<file path="config.mk">
export PLATFORM = sky130hd
export DESIGN_NAME = rx_link_ctrl_flat
export DESIGN_NICKNAME = d
export VERILOG_FILES = /design/src/rtl/rx_link_pkg.sv /design/src/rtl/rx_link_ctrl_if.sv /design/src/rtl/rx_ber_mon.sv /design/src/rtl/rx_link_ctrl.sv /design/src/flat_wrapper.sv
export SDC_FILE = /design/constraint.sdc
export NUM_CORES = 1
export LEC_CHECK = 0
export BUFFER_PORTS_ARGS = -buffer_cell sky130_fd_sc_hd__buf_2
export CORE_MARGIN = 5
export CORE_UTILIZATION = 40
export DETAILED_ROUTE_END_ITERATION = 6
export GPL_ROUTABILITY_DRIVEN = 0
export PLACE_DENSITY = 0.55
export SLEW_MARGIN = 5
export SYNTH_ARGS = -nofsm -noshare
export SYNTH_HDL_FRONTEND = slang
export SYNTH_SLANG_ARGS = --single-unit
export TNS_END_PERCENT = 20
</file>
<file path="constraint.sdc">
create_clock -name clk_i -period 2.7 [get_ports clk_i]
set_input_delay 0.405 -clock clk_i [delete_from_list [all_inputs] [get_ports clk_i]]
set_output_delay 0.405 -clock clk_i [all_outputs]
set_load 0.02 [all_outputs]
</file>
<file path="src/rtl/rx_link_pkg.sv">
// rx_link_pkg: shared state type, sync-header codes and default parameters
// for the 10GBASE-R receive link controller.
package rx_link_pkg;

   typedef enum logic [1:0] {
      HUNT,
      SLIP,
      WAIT,
      LOCKED
   } link_state_e;

   localparam logic [1:0] SH_DATA = 2'b01;
   localparam logic [1:0] SH_CTRL = 2'b10;

   localparam int LOCK_CNT_DEF    = 64;
   localparam int INVALID_MAX_DEF = 16;
   localparam int SLIP_WAIT_DEF   = 32;
   localparam int BER_WINDOW_DEF  = 39062;
   localparam int BER_MAX_DEF     = 16;

   function automatic logic sh_is_valid(input logic [1:0] sh);
      return (sh == SH_DATA) || (sh == SH_CTRL);
   endfunction

endpackage

</file>
<file path="src/rtl/rx_link_ctrl_if.sv">
// rx_link_ctrl_if: gearbox-side header inputs and link status outputs of rx_link_ctrl.
interface rx_link_ctrl_if;

   logic [1:0]  head_i;
   logic        head_valid_i;
   logic        decode_error_i;
   logic        slip_o;
   logic        block_lock_o;
   logic        hi_ber_o;
   logic        dp_rst_o;
   logic [5:0]  ber_cnt_o;
   logic [15:0] err_cnt_o;

   modport master (
      output head_i, head_valid_i, decode_error_i,
      input  slip_o, block_lock_o, hi_ber_o, dp_rst_o, ber_cnt_o, err_cnt_o
   );

   modport slave (
      input  head_i, head_valid_i, decode_error_i,
      output slip_o, block_lock_o, hi_ber_o, dp_rst_o, ber_cnt_o, err_cnt_o
   );

endinterface

</file>
<file path="src/rtl/rx_ber_mon.sv">
// rx_ber_mon: free-running BER window timer with saturating invalid-header count
// and hi_ber flag; count and flag are held clear whenever i_lock is low.
module rx_ber_mon #(
   parameter int BER_WINDOW = 39062,
   parameter int BER_MAX    = 16
) (
   input  logic       clk_i,
   input  logic       rst_i,
   input  logic       i_lock,
   input  logic       i_inv,
   output logic       o_hi_ber,
   output logic [5:0] o_ber_cnt
);

   localparam int TW = (BER_WINDOW > 1) ? $clog2(BER_WINDOW) : 1;
   localparam logic [TW-1:0] TIMER_LAST = TW'(BER_WINDOW - 1);
   localparam logic [5:0]    BER_SAT    = 6'(BER_MAX);

   logic [TW-1:0] r_timer;
   logic [5:0]    r_ber_cnt;
   logic          r_hi_ber;
   logic          w_wrap;

   assign w_wrap = (r_timer == TIMER_LAST);

   // The timer never stops, so window boundaries are independent of lock history.
   always_ff @(posedge clk_i or posedge rst_i) begin
      if (rst_i)       r_timer <= '0;
      else if (w_wrap) r_timer <= '0;
      else             r_timer <= r_timer + 1'b1;
   end

   always_ff @(posedge clk_i or posedge rst_i) begin
      if (rst_i) begin
         r_ber_cnt <= '0;
         r_hi_ber  <= 1'b0;
      end else if (!i_lock) begin
         r_ber_cnt <= '0;
         r_hi_ber  <= 1'b0;
      end else if (w_wrap) begin
         r_ber_cnt <= {5'd0, i_inv};
         r_hi_ber  <= (r_ber_cnt == BER_SAT);
      end else begin
         if (i_inv && (r_ber_cnt < BER_SAT)) r_ber_cnt <= r_ber_cnt + 1'b1;
         if (r_ber_cnt == BER_SAT)           r_hi_ber  <= 1'b1;
      end
   end

   assign o_hi_ber  = r_hi_ber;
   assign o_ber_cnt = r_ber_cnt;

endmodule

</file>
<file path="src/rtl/rx_link_ctrl.sv">
// rx_link_ctrl: block-lock FSM driving gearbox slip, datapath reset and BER monitor.
// Define RX_LINK_ERR_CNT_EN to build the decode error counter behind err_cnt_o.
module rx_link_ctrl
   import rx_link_pkg::*;
#(
   parameter int LOCK_CNT    = LOCK_CNT_DEF,
   parameter int INVALID_MAX = INVALID_MAX_DEF,
   parameter int SLIP_WAIT   = SLIP_WAIT_DEF,
   parameter int BER_WINDOW  = BER_WINDOW_DEF,
   parameter int BER_MAX     = BER_MAX_DEF
) (
   input  logic          clk_i,
   input  logic          rst_i,
   rx_link_ctrl_if.slave link
);

   localparam int SW = $clog2(LOCK_CNT + 1);
   localparam int IW = $clog2(INVALID_MAX + 1);
   localparam int WW = (SLIP_WAIT > 1) ? $clog2(SLIP_WAIT) : 1;
   localparam logic [SW-1:0] SH_LAST   = SW'(LOCK_CNT - 1);
   localparam logic [SW-1:0] WIN_FULL  = SW'(LOCK_CNT);
   localparam logic [IW-1:0] INV_FULL  = IW'(INVALID_MAX);
   localparam logic [WW-1:0] WAIT_LAST = WW'(SLIP_WAIT - 1);

   link_state_e   r_state, w_state_nxt;
   logic [SW-1:0] r_sh_cnt, w_sh_nxt;
   logic [SW-1:0] r_win_cnt, w_win_nxt, w_win_inc;
   logic [IW-1:0] r_inv_cnt, w_inv_nxt, w_inv_inc;
   logic [WW-1:0] r_wait_cnt, w_wait_nxt;
   logic          w_hdr_ok, w_hdr_bad, w_lock_nxt;
   logic          r_block_lock, r_slip, r_dp_rst;
   logic          w_hi_ber;
   logic [5:0]    w_ber_cnt;

   assign w_hdr_ok   = link.head_valid_i &  sh_is_valid(link.head_i);
   assign w_hdr_bad  = link.head_valid_i & ~sh_is_valid(link.head_i);
   assign w_win_inc  = r_win_cnt + 1'b1;
   assign w_inv_inc  = r_inv_cnt + IW'(w_hdr_bad);
   assign w_lock_nxt = (w_state_nxt == LOCKED);

   always_comb begin
      // NOTE: every output of this block gets a default first so no path infers a latch.
      w_state_nxt = r_state;
      w_sh_nxt    = r_sh_cnt;
      w_win_nxt   = r_win_cnt;
      w_inv_nxt   = r_inv_cnt;
      w_wait_nxt  = r_wait_cnt;
      case (r_state)
         HUNT: begin
            if (w_hdr_bad) begin
               w_sh_nxt    = '0;
               w_state_nxt = SLIP;
            end else if (w_hdr_ok) begin
               if (r_sh_cnt == SH_LAST) begin
                  w_sh_nxt    = '0;
                  w_win_nxt   = '0;
                  w_inv_nxt   = '0;
                  w_state_nxt = LOCKED;
               end else begin
                  w_sh_nxt = r_sh_cnt + 1'b1;
               end
            end
         end
         SLIP: begin
            w_wait_nxt  = '0;
            w_state_nxt = WAIT;
         end
         WAIT: begin
            if (r_wait_cnt == WAIT_LAST) begin
               w_wait_nxt  = '0;
               w_sh_nxt    = '0;
               w_state_nxt = HUNT;
            end else begin
               w_wait_nxt = r_wait_cnt + 1'b1;
            end
         end
         LOCKED: begin
            // Loss of lock is tested before window end so it wins on the last header.
            if (link.head_valid_i) begin
               if (w_inv_inc == INV_FULL) begin
                  w_win_nxt   = '0;
                  w_inv_nxt   = '0;
                  w_state_nxt = SLIP;
               end else if (w_win_inc == WIN_FULL) begin
                  w_win_nxt = '0;
                  w_inv_nxt = '0;
               end else begin
                  w_win_nxt = w_win_inc;
                  w_inv_nxt = w_inv_inc;
               end
            end
         end
         default: w_state_nxt = HUNT;
      endcase
   end

   always_ff @(posedge clk_i or posedge rst_i) begin
      if (rst_i) begin
         r_state      <= HUNT;
         r_sh_cnt     <= '0;
         r_win_cnt    <= '0;
         r_inv_cnt    <= '0;
         r_wait_cnt   <= '0;
         r_block_lock <= 1'b0;
         r_slip       <= 1'b0;
         r_dp_rst     <= 1'b1;
      end else begin
         // NOTE: non-blocking updates so every flop samples pre-edge values.
         r_state      <= w_state_nxt;
         r_sh_cnt     <= w_sh_nxt;
         r_win_cnt    <= w_win_nxt;
         r_inv_cnt    <= w_inv_nxt;
         r_wait_cnt   <= w_wait_nxt;
         r_block_lock <= w_lock_nxt;
         r_slip       <= (w_state_nxt == SLIP);
         r_dp_rst     <= ~r_block_lock;
      end
   end

   rx_ber_mon #(
      .BER_WINDOW (BER_WINDOW),
      .BER_MAX    (BER_MAX)
   ) u_ber_mon (
      .clk_i     (clk_i),
      .rst_i     (rst_i),
      .i_lock    (w_lock_nxt),
      .i_inv     (w_hdr_bad),
      .o_hi_ber  (w_hi_ber),
      .o_ber_cnt (w_ber_cnt)
   );

`ifdef RX_LINK_ERR_CNT_EN
   logic [15:0] r_err_cnt;

   always_ff @(posedge clk_i or posedge rst_i) begin
      if (rst_i)
         r_err_cnt <= '0;
      else if (w_lock_nxt && !r_block_lock)
         r_err_cnt <= '0;
      else if (r_block_lock && link.decode_error_i && (r_err_cnt != 16'hFFFF))
         r_err_cnt <= r_err_cnt + 1'b1;
   end

   assign link.err_cnt_o = r_err_cnt;
`else
   logic w_unused_err;
   assign w_unused_err   = link.decode_error_i;
   assign link.err_cnt_o = 16'd0;
`endif

   assign link.slip_o       = r_slip;
   assign link.block_lock_o = r_block_lock;
   assign link.dp_rst_o     = r_dp_rst;
   assign link.hi_ber_o     = w_hi_ber;
   assign link.ber_cnt_o    = w_ber_cnt;

endmodule

</file>
<file path="src/flat_wrapper.sv">
// flat-port wrapper written by rule: the top's interface ports become plain ports
module rx_link_ctrl_flat import rx_link_pkg::*;
#(
   parameter int LOCK_CNT    = LOCK_CNT_DEF,
   parameter int INVALID_MAX = INVALID_MAX_DEF,
   parameter int SLIP_WAIT   = SLIP_WAIT_DEF,
   parameter int BER_WINDOW  = BER_WINDOW_DEF,
   parameter int BER_MAX     = BER_MAX_DEF
)
  (clk_i, rst_i, link_head_i, link_head_valid_i, link_decode_error_i, link_slip_o, link_block_lock_o, link_hi_ber_o, link_dp_rst_o, link_ber_cnt_o, link_err_cnt_o);
  rx_link_ctrl_if link_i ();
  input  logic clk_i;
  input  logic rst_i;
  input wire logic [$bits(link_i.head_i)-1:0] link_head_i;
  input wire logic [$bits(link_i.head_valid_i)-1:0] link_head_valid_i;
  input wire logic [$bits(link_i.decode_error_i)-1:0] link_decode_error_i;
  output wire logic [$bits(link_i.slip_o)-1:0] link_slip_o;
  output wire logic [$bits(link_i.block_lock_o)-1:0] link_block_lock_o;
  output wire logic [$bits(link_i.hi_ber_o)-1:0] link_hi_ber_o;
  output wire logic [$bits(link_i.dp_rst_o)-1:0] link_dp_rst_o;
  output wire logic [$bits(link_i.ber_cnt_o)-1:0] link_ber_cnt_o;
  output wire logic [$bits(link_i.err_cnt_o)-1:0] link_err_cnt_o;
  assign link_i.head_i = link_head_i;
  assign link_i.head_valid_i = link_head_valid_i;
  assign link_i.decode_error_i = link_decode_error_i;
  assign link_slip_o = link_i.slip_o;
  assign link_block_lock_o = link_i.block_lock_o;
  assign link_hi_ber_o = link_i.hi_ber_o;
  assign link_dp_rst_o = link_i.dp_rst_o;
  assign link_ber_cnt_o = link_i.ber_cnt_o;
  assign link_err_cnt_o = link_i.err_cnt_o;
  rx_link_ctrl #(.LOCK_CNT(LOCK_CNT), .INVALID_MAX(INVALID_MAX), .SLIP_WAIT(SLIP_WAIT), .BER_WINDOW(BER_WINDOW), .BER_MAX(BER_MAX)) u_core (.clk_i(clk_i), .rst_i(rst_i), .link(link_i));
endmodule
</file>
==> results of run 1 <==
[sequential cells by signal, indices dropped and copies added (netlist names)]
name / flops
u_core.r_state: 2
u_core.link.dp_rst_o: 1
u_core.link.block_lock_o: 1
u_core.r_wait_cnt: 5
u_core.r_win_cnt: 7
u_core.r_inv_cnt: 5
u_core.r_sh_cnt: 7
u_core.u_ber_mon.o_hi_ber: 1
u_core.u_ber_mon.o_ber_cnt: 6
u_core.u_ber_mon.r_timer: 16
u_core.link.slip_o: 1
[per-stage QoR]
step	hold WS (ns)	area, sq um	setup slack [ns]
after floorplan	0.435	3030	0.0391
after global placement	0.361	3160	0.108
after detailed placement	0.363	3160	0.107
after CTS	0.0443	3250	0.431
after global routing	0.0526	3250	0.193
final	0.0437	3250	0.430
[routing by layer]
metal	vias up	global-route usage	share of wire
met4	0	0.0249	0.0058
met2	27	0.215	0.47
met5	-	0	0
met3	2	0.0258	0.033
li1	1139	-	-
met1	1062	0.187	0.49
[cell families (layout without fill, tap and decap cells)]
kind of cell / after synthesis / after routing / share of synthesized area
other: 1 / 16 / 0.00126
AOI/OAI and AO/OA: 67 / 67 / 0.155
muxes: 2 / 2 / 0.00674
and+or+nand+nor: 119 / 119 / 0.214
DFF: 52 / 52 / 0.439
buffers and inverters: 40 / 51 / 0.0729
xor gates and xnor gates: 18 / 18 / 0.0531
adders and majority gates: 14 / 14 / 0.0590
[report_power, final]
part	internal (mW)	switching, mW	total [mW]
sequential	0.901	0.140	1.04
combinational	0.215	0.327	0.543
clock	0.191	0.277	0.469
[critical path, delay by kind of cell]
kind / cells / cell delay (ns)
compound gates: 4 / 0.54
xor+xnor: 1 / 0.13
fa+ha+maj: 2 / 0.41
buf+inv: 3 / 0.36
simple gates: 2 / 0.57
[area by class of cell]
class	count	area, sq um
Clock buffer	5	68.8
Clock inverter	3	26.3
Fill cell	688	4000
Inverter	17	63.8
Multi-Input combinational cell	236	1510
Sequential cell	52	1300
Tap cell	99	124
Timing Repair Buffer	26	160
[cell usage after synthesis, types with 2 or more instances]
master | instances | area [sq um]
a211oi_1 | 4 | 30.0
a41oi_1 | 2 | 17.5
mux2i_1 | 2 | 20.0
buf_4 | 16 | 120
and4_1 | 2 | 17.5
nand2_1 | 25 | 93.8
o211ai_1 | 3 | 22.5
dfrtp_1 | 51 | 1280
ha_1 | 14 | 175
nor3_1 | 9 | 45.0
inv_1 | 17 | 63.8
xnor2_1 | 8 | 70.1
a21bo_2 | 2 | 20.0
nand2b_1 | 5 | 31.3
xor2_1 | 10 | 87.6
o21ai_0 | 20 | 100
nand4_1 | 4 | 25.0
nand4b_1 | 2 | 17.5
nor4_1 | 2 | 12.5
and3b_1 | 2 | 17.5
clkbuf_1 | 2 | 7.51
or3_1 | 2 | 12.5
and3_1 | 9 | 56.3
nor2_1 | 22 | 82.6
o31ai_1 | 5 | 37.5
and2_1 | 3 | 18.8
buf_2 | 5 | 25.0
a22o_1 | 4 | 35.0
nand3_1 | 22 | 110
a21o_1 | 4 | 30.0
o21ai_1 | 2 | 10.0
a21oi_1 | 6 | 30.0
a31oi_1 | 4 | 25.0
nor2b_1 | 2 | 12.5
nor4b_1 | 2 | 17.5
[how the worst max path moves through the flow]
stage	start	end	slack, ns	depth (start not counted)
CTS	link_head_i[0]	u_core.u_ber_mon.o_hi_ber$_DFFE_PP0P_	0.43	12
finish	link_head_i[1]	u_core.u_ber_mon.o_hi_ber$_DFFE_PP0P_	0.43	12
detailed placement	link_head_i[0]	u_core.u_ber_mon.o_ber_cnt[1]$_DFFE_PP0P_	0.11	12
global route	link_head_i[0]	u_core.u_ber_mon.o_ber_cnt[1]$_DFFE_PP0P_	0.19	12
floorplan	link_head_i[0]	u_core.u_ber_mon.o_ber_cnt[1]$_DFFE_PP0P_	0.04	11
global placement	link_head_i[1]	u_core.u_ber_mon.o_ber_cnt[1]$_DFFE_PP0P_	0.11	12
==> run metrics, run 1 <==
RR Endpoint u_core.r_sh_cnt[5]$_DFFE_PP0P_; CTS tree done; crit path DAT 2.42 ns; unrepaired setup endpoints after global routing no; Worst slew margin 0.531; core area 7250 sq um; synth-to-layout area growth 9.52%; layout cells sized above 1 0.127; VDD IR max 0.272 mV; min cycle time layout 2.27 ns; final WL around 5700 microns; initial antenna violation count 0; CTS Buffer Depth 2; total of max-cap violations 0; largest net degree at the start of global routing 21; CP Class in2reg; Cell Chain, Critical Path buf_2, xnor2_1, nand2_1, inv_1, ha_1, ha_1, nor4b_1, a311o_1, a31oi_1, o21ai_1, buf_4, a22oi_1; worst-path fanout max 8; vias in the first global route 2124; data required time of the critical path 2.85 ns; CP peak stage delay about 0.47 ns; hold buffers post-CTS 0; Final Core Density 0.449; area of the mapped netlist 2970 sq um; Final nets 358; port bufs 14; Vert. Die Dim 96.2 microns; post-cts sizing count 0; Slew Limit Fails 0; EDFF count, synth 0; Gate Count Post-Synth between 300 and 400; status finished clean; final number of hold-violating endpoints 0; power consumption 2.05 mW; Vias per Instance 5.09; register bit total from synthesis 52; Slew @ Worst Pin 0.701 ns; first-pass GRT wire length 9870 microns; post-CTS setup repair buffer count 0; GRT Resource Usage Total 0.133; drt pass-1 iters 4; prevailing post-synth register cell dfrtp_1; leak pwr around 1.5 nW; Reg2Reg Depth 6; Iteration-0 DRC Markers 74; # clock sinks 52; Die ar. 9250 sq um; Peak Freq around 0.44 GHz; DP HPWL 4200 microns; CTS H-tree depth 2; Power Density around 630 nW/um^2; drt wl/cell 13.1 microns; commonest non-fill, non-tap cells in the layout dfrtp_1, nand2_1, nor2_1, nand3_1, o21ai_0; Crit. End Element flip-flop; Root Buffer Master clkbuf_8; skew final 0.00988 ns; warnings from Yosys 0; CTS buffer count 5; most common cell after layout, fill and taps aside dfrtp_1; Reg clk slew, reported paths 0.10 ns; GRT overflow 0; register-to-register setup slack 0.51 ns; Async SR Flop Fraction 1.00; DRC errors left 0; Avg Inst Size Synth 9.49 sq um; RR Startpoint u_core.r_state[1]$_DFF_PP0_; HP Class in2async; # diodes 0; Core Rows 31; Crit-path slowest cell nor4b_1; Setup crit start kind input pin; final period utilization 0.841; antenna viol nets, final 0; # setup viols final 0; placed cell count 430; Post-Layout Cell Count 438; Synth cell types 54; Clock Latency Late Sink 0.30 ns; TNS Setup 0 ns; Die Span X 96.2 microns; Ports 32; Seq/Total Area, Yosys 0.439; Initial Util 0.410; via count 2230; CP dominant cell by count ha_1
Power figures use the tool's default switching activity.
==> run 2: changes to the inputs <==
--- a/config.mk
+++ b/config.mk
@@ -5,6 +5,7 @@
 export SDC_FILE = /design/constraint.sdc
 export NUM_CORES = 1
 export LEC_CHECK = 0
+export ABC_AREA = 1
 export BUFFER_PORTS_ARGS = -buffer_cell sky130_fd_sc_hd__buf_2
 export CORE_MARGIN = 5
 export CORE_UTILIZATION = 40
==> constraint.sdc (replaced) <==
create_clock -name clk_i -period 2.3 [get_ports clk_i]
set_input_delay 0.345 -clock clk_i [delete_from_list [all_inputs] [get_ports clk_i]]
set_output_delay 0.345 -clock clk_i [all_outputs]
set_load 0.02 [all_outputs]
==> run 2 against run 1 <==
Compared with the run above: critical path depth is 3 lower; final area is 2.3% higher; combinational power is 20% higher; non-clock buffer count is 5 lower; register-to-register slack worse by 0.21 ns; wire length is 6.8% lower.
==> run metrics, run 2 <==
area leader, netlist dfrtp_1; Clk network pwr share 0.260; GRT overflow 0; DP HPWL 4140 microns; sw frac 0.338; drt pass-1 iters 4; Reg clk slew, reported paths approximately 0.090 ns; Seq/Total Area, Yosys 0.430; Vert. Die Dim 97.0 microns; CTS H-tree depth 2; Crit-path slowest cell dfrtp_1; synth top area cells dfrtp_1, nand2_1, inv_1, ha_1, buf_4; warnings from Yosys 0; Final nets 404; Flop pwr share 0.462; Post-Layout Cell Count 484; post-CTS setup repair buffer count 0; Initial Util 0.415; vias in the first global route 2108; Slew @ Worst Pin between 0.6 and 0.7 ns; largest reg by FF count u_core.u_ber_mon.r_timer; antenna viol nets, final 0; top flop regs u_core.u_ber_mon.r_timer: 16 flops, u_core.r_sh_cnt: 7 flops, u_core.r_win_cnt: 7 flops; final WL approximately 5400 microns; port bufs 14; Synth Area in Adders 0.0579; most frequent cell after synthesis nand2_1; GRT Resource Usage Total 0.119; final period utilization 0.872; Gate Count Post-Synth 359; core area 7290 sq um; HP Class in2async; final number of hold-violating endpoints 0; CTS Buffer Depth 2; hold slack 0.0777 ns; Worst slew margin 0.580; unrepaired setup endpoints after global routing no; max reg flops 16; post-synth top area share 0.422; # diodes 0; area of the mapped netlist 3030 sq um; Synth Area in Simple Gates 0.265; WP buf/inv 3; largest family of logic cells by synthesized area simple AND/OR/NAND/NOR gates; CP Class reg2reg; Avg Inst Size Synth roughly 8.4 sq um; Slew Limit Fails 0; Gate power share 0.279; worst-path fanout max 15; Int Pwr 1.55 mW; prevailing post-synth register cell dfrtp_1; fill cell count 749; total of max-cap violations 0; switching power 0.793 mW; Peak Freq ~0.50 GHz; # setup viols final 0; synth cell count leaders nand2_1, inv_1, dfrtp_1, nand3_1, nor2_1; worst setup margin 0.295 ns; # clock sinks 52; largest net degree at the start of global routing 29; Cell Chain, Critical Path inv_1, ha_1, nor2_1, inv_1, nand2_1, o21ai_2, inv_1, nand3_1, nand2_1; DRC errors left 0; XOR/XNOR Fraction of Synth Area 0.0318; Die Span X 97.0 microns; Die ar. between 9000 and 10000 sq um; data required time of the critical path 2.50 ns; Vias per Instance 4.62; Synth cell types 44; complex-gate fraction of the synthesized area 0.0872; status finished clean; min cycle time layout 2.00 ns; placed cell count between 400 and 500; Root Buffer Master clkbuf_8; Core Rows 31; Async SR Flop Fraction 1.00; Top delay family on crit path buffers and inverters; initial antenna violation count 0; CTS tree done; Iteration-0 DRC Markers 91; Place WS -0.125 ns; EDFF count, synth 0; Clock Latency Late Sink 0.30 ns; synth-to-layout area growth 9.96%; leak pwr about 1.7 nW; Crit. End Element flip-flop; CTS buffer count 5; via count 2234; Power Density 705 nW/um^2; first-pass GRT wire length 9560 microns; VDD IR max ~0.27 mV; commonest non-fill, non-tap cells in the layout nand2_1, inv_1, dfrtp_1; Ports 32; layout cells sized above 1 0.177; register bit total from synthesis 52; multiplexer share of the synthesized area 0.00331; drt wl/cell roughly 11 microns; CP dominant cell by count inv_1; skew final 0.00758 ns; CP peak stage delay 0.44 ns; Setup crit start kind flip-flop; crit path DAT 2.20 ns; most common cell after layout, fill and taps aside nand2_1
## run 2: cell count changes after synthesis, sizes merged, moves of 6 or more
| cell | before | now |
|---|---|---|
| inv | 17 | 65 |
| xnor2 | 8 | 2 |
| a21oi | 6 | 14 |
| and3 | 9 | 1 |
| nand2 | 25 | 74 |
| o21ai | 22 | 14 |
## run 2: metrics by stage
step	instance area, sq um	power, mW	utilization	setup TNS (ns)
after floorplan	3080	1.61	-	0
after global placement	3210	1.75	0.441	-0.811
after detailed placement	3210	1.76	0.441	-0.928
after CTS	3320	2.38	0.455	0
after global routing	3330	2.50	0.456	0
final	3330	2.35	0.456	0
## run 2: layout make-up
class | instances | area, sq um | share of cell area
clock inverter | 2 | 35.0 | 0.0105
clock buffer | 6 | 72.6 | 0.0218
timing repair buffer | 21 | 135 | 0.0406
inverter | 65 | 244 | 0.0733
tap | 99 | 124 | 0.0372
sequential | 52 | 1300 | 0.391
multi-input combinational | 239 | 1420 | 0.425
## run 2: path summary, 6_finish.rpt
kind                                               startpoint                               endpoint  slack [ns]  depth (start not counted)
max                               u_core.r_state[1]$_DFF_PP0_        u_core.r_win_cnt[6]$_DFFE_PP0P_        0.30                          9
min                                                     rst_i  u_core.u_ber_mon.r_timer[5]$_DFF_PP0_        0.08                          2
max reg2reg                       u_core.r_state[1]$_DFF_PP0_        u_core.r_win_cnt[6]$_DFFE_PP0P_        0.30                          9
min reg2reg                u_core.link.block_lock_o$_DFF_PP0_         u_core.link.dp_rst_o$_DFF_PP1_        0.43                          1
max in group asynchronous                               rst_i  u_core.u_ber_mon.r_timer[9]$_DFF_PP0_        1.69                          3
min in group clk_i         u_core.link.block_lock_o$_DFF_PP0_         u_core.link.dp_rst_o$_DFF_PP1_        0.43                          1
## run 2: routing by layer
metal	part of all wire	global-route usage
met2	0.42	0.182
met3	0.047	0.0273
met1	0.52	0.172
met5	0	0
met4	0.010	0.0292
## run 2: cells by family (layout without fill, tap and decap cells)
kind of cell / count (synthesis) / after routing
other: 1 / 16
AO/OA/AOI/OAI: 41 / 41
buffers and inverters: 83 / 94
adder cells (fa/ha/maj): 14 / 14
XOR/XNOR: 11 / 11
AND/OR/NAND/NOR: 156 / 156
flip-flops: 52 / 52
multiplexers: 1 / 1
## run 2: repair_timing
action | in CTS | in global routing
hold endpoints to repair | 0 | 0
setup endpoints to repair | 0 | 3
gates resized for setup | 0 | 1
hold buffers | 0 | 0
## run 2: power by group through the flow
stage	Sequential (mW)	Clock, mW	Combinational, mW
6_report	1.08	0.609	0.654
5_1_grt	1.09	0.664	0.746
4_1_cts	1.08	0.634	0.660
3_5_place_dp	1.10	0	0.657
3_3_place_gp	1.10	0	0.653
2_1_floorplan	1.11	0	0.501
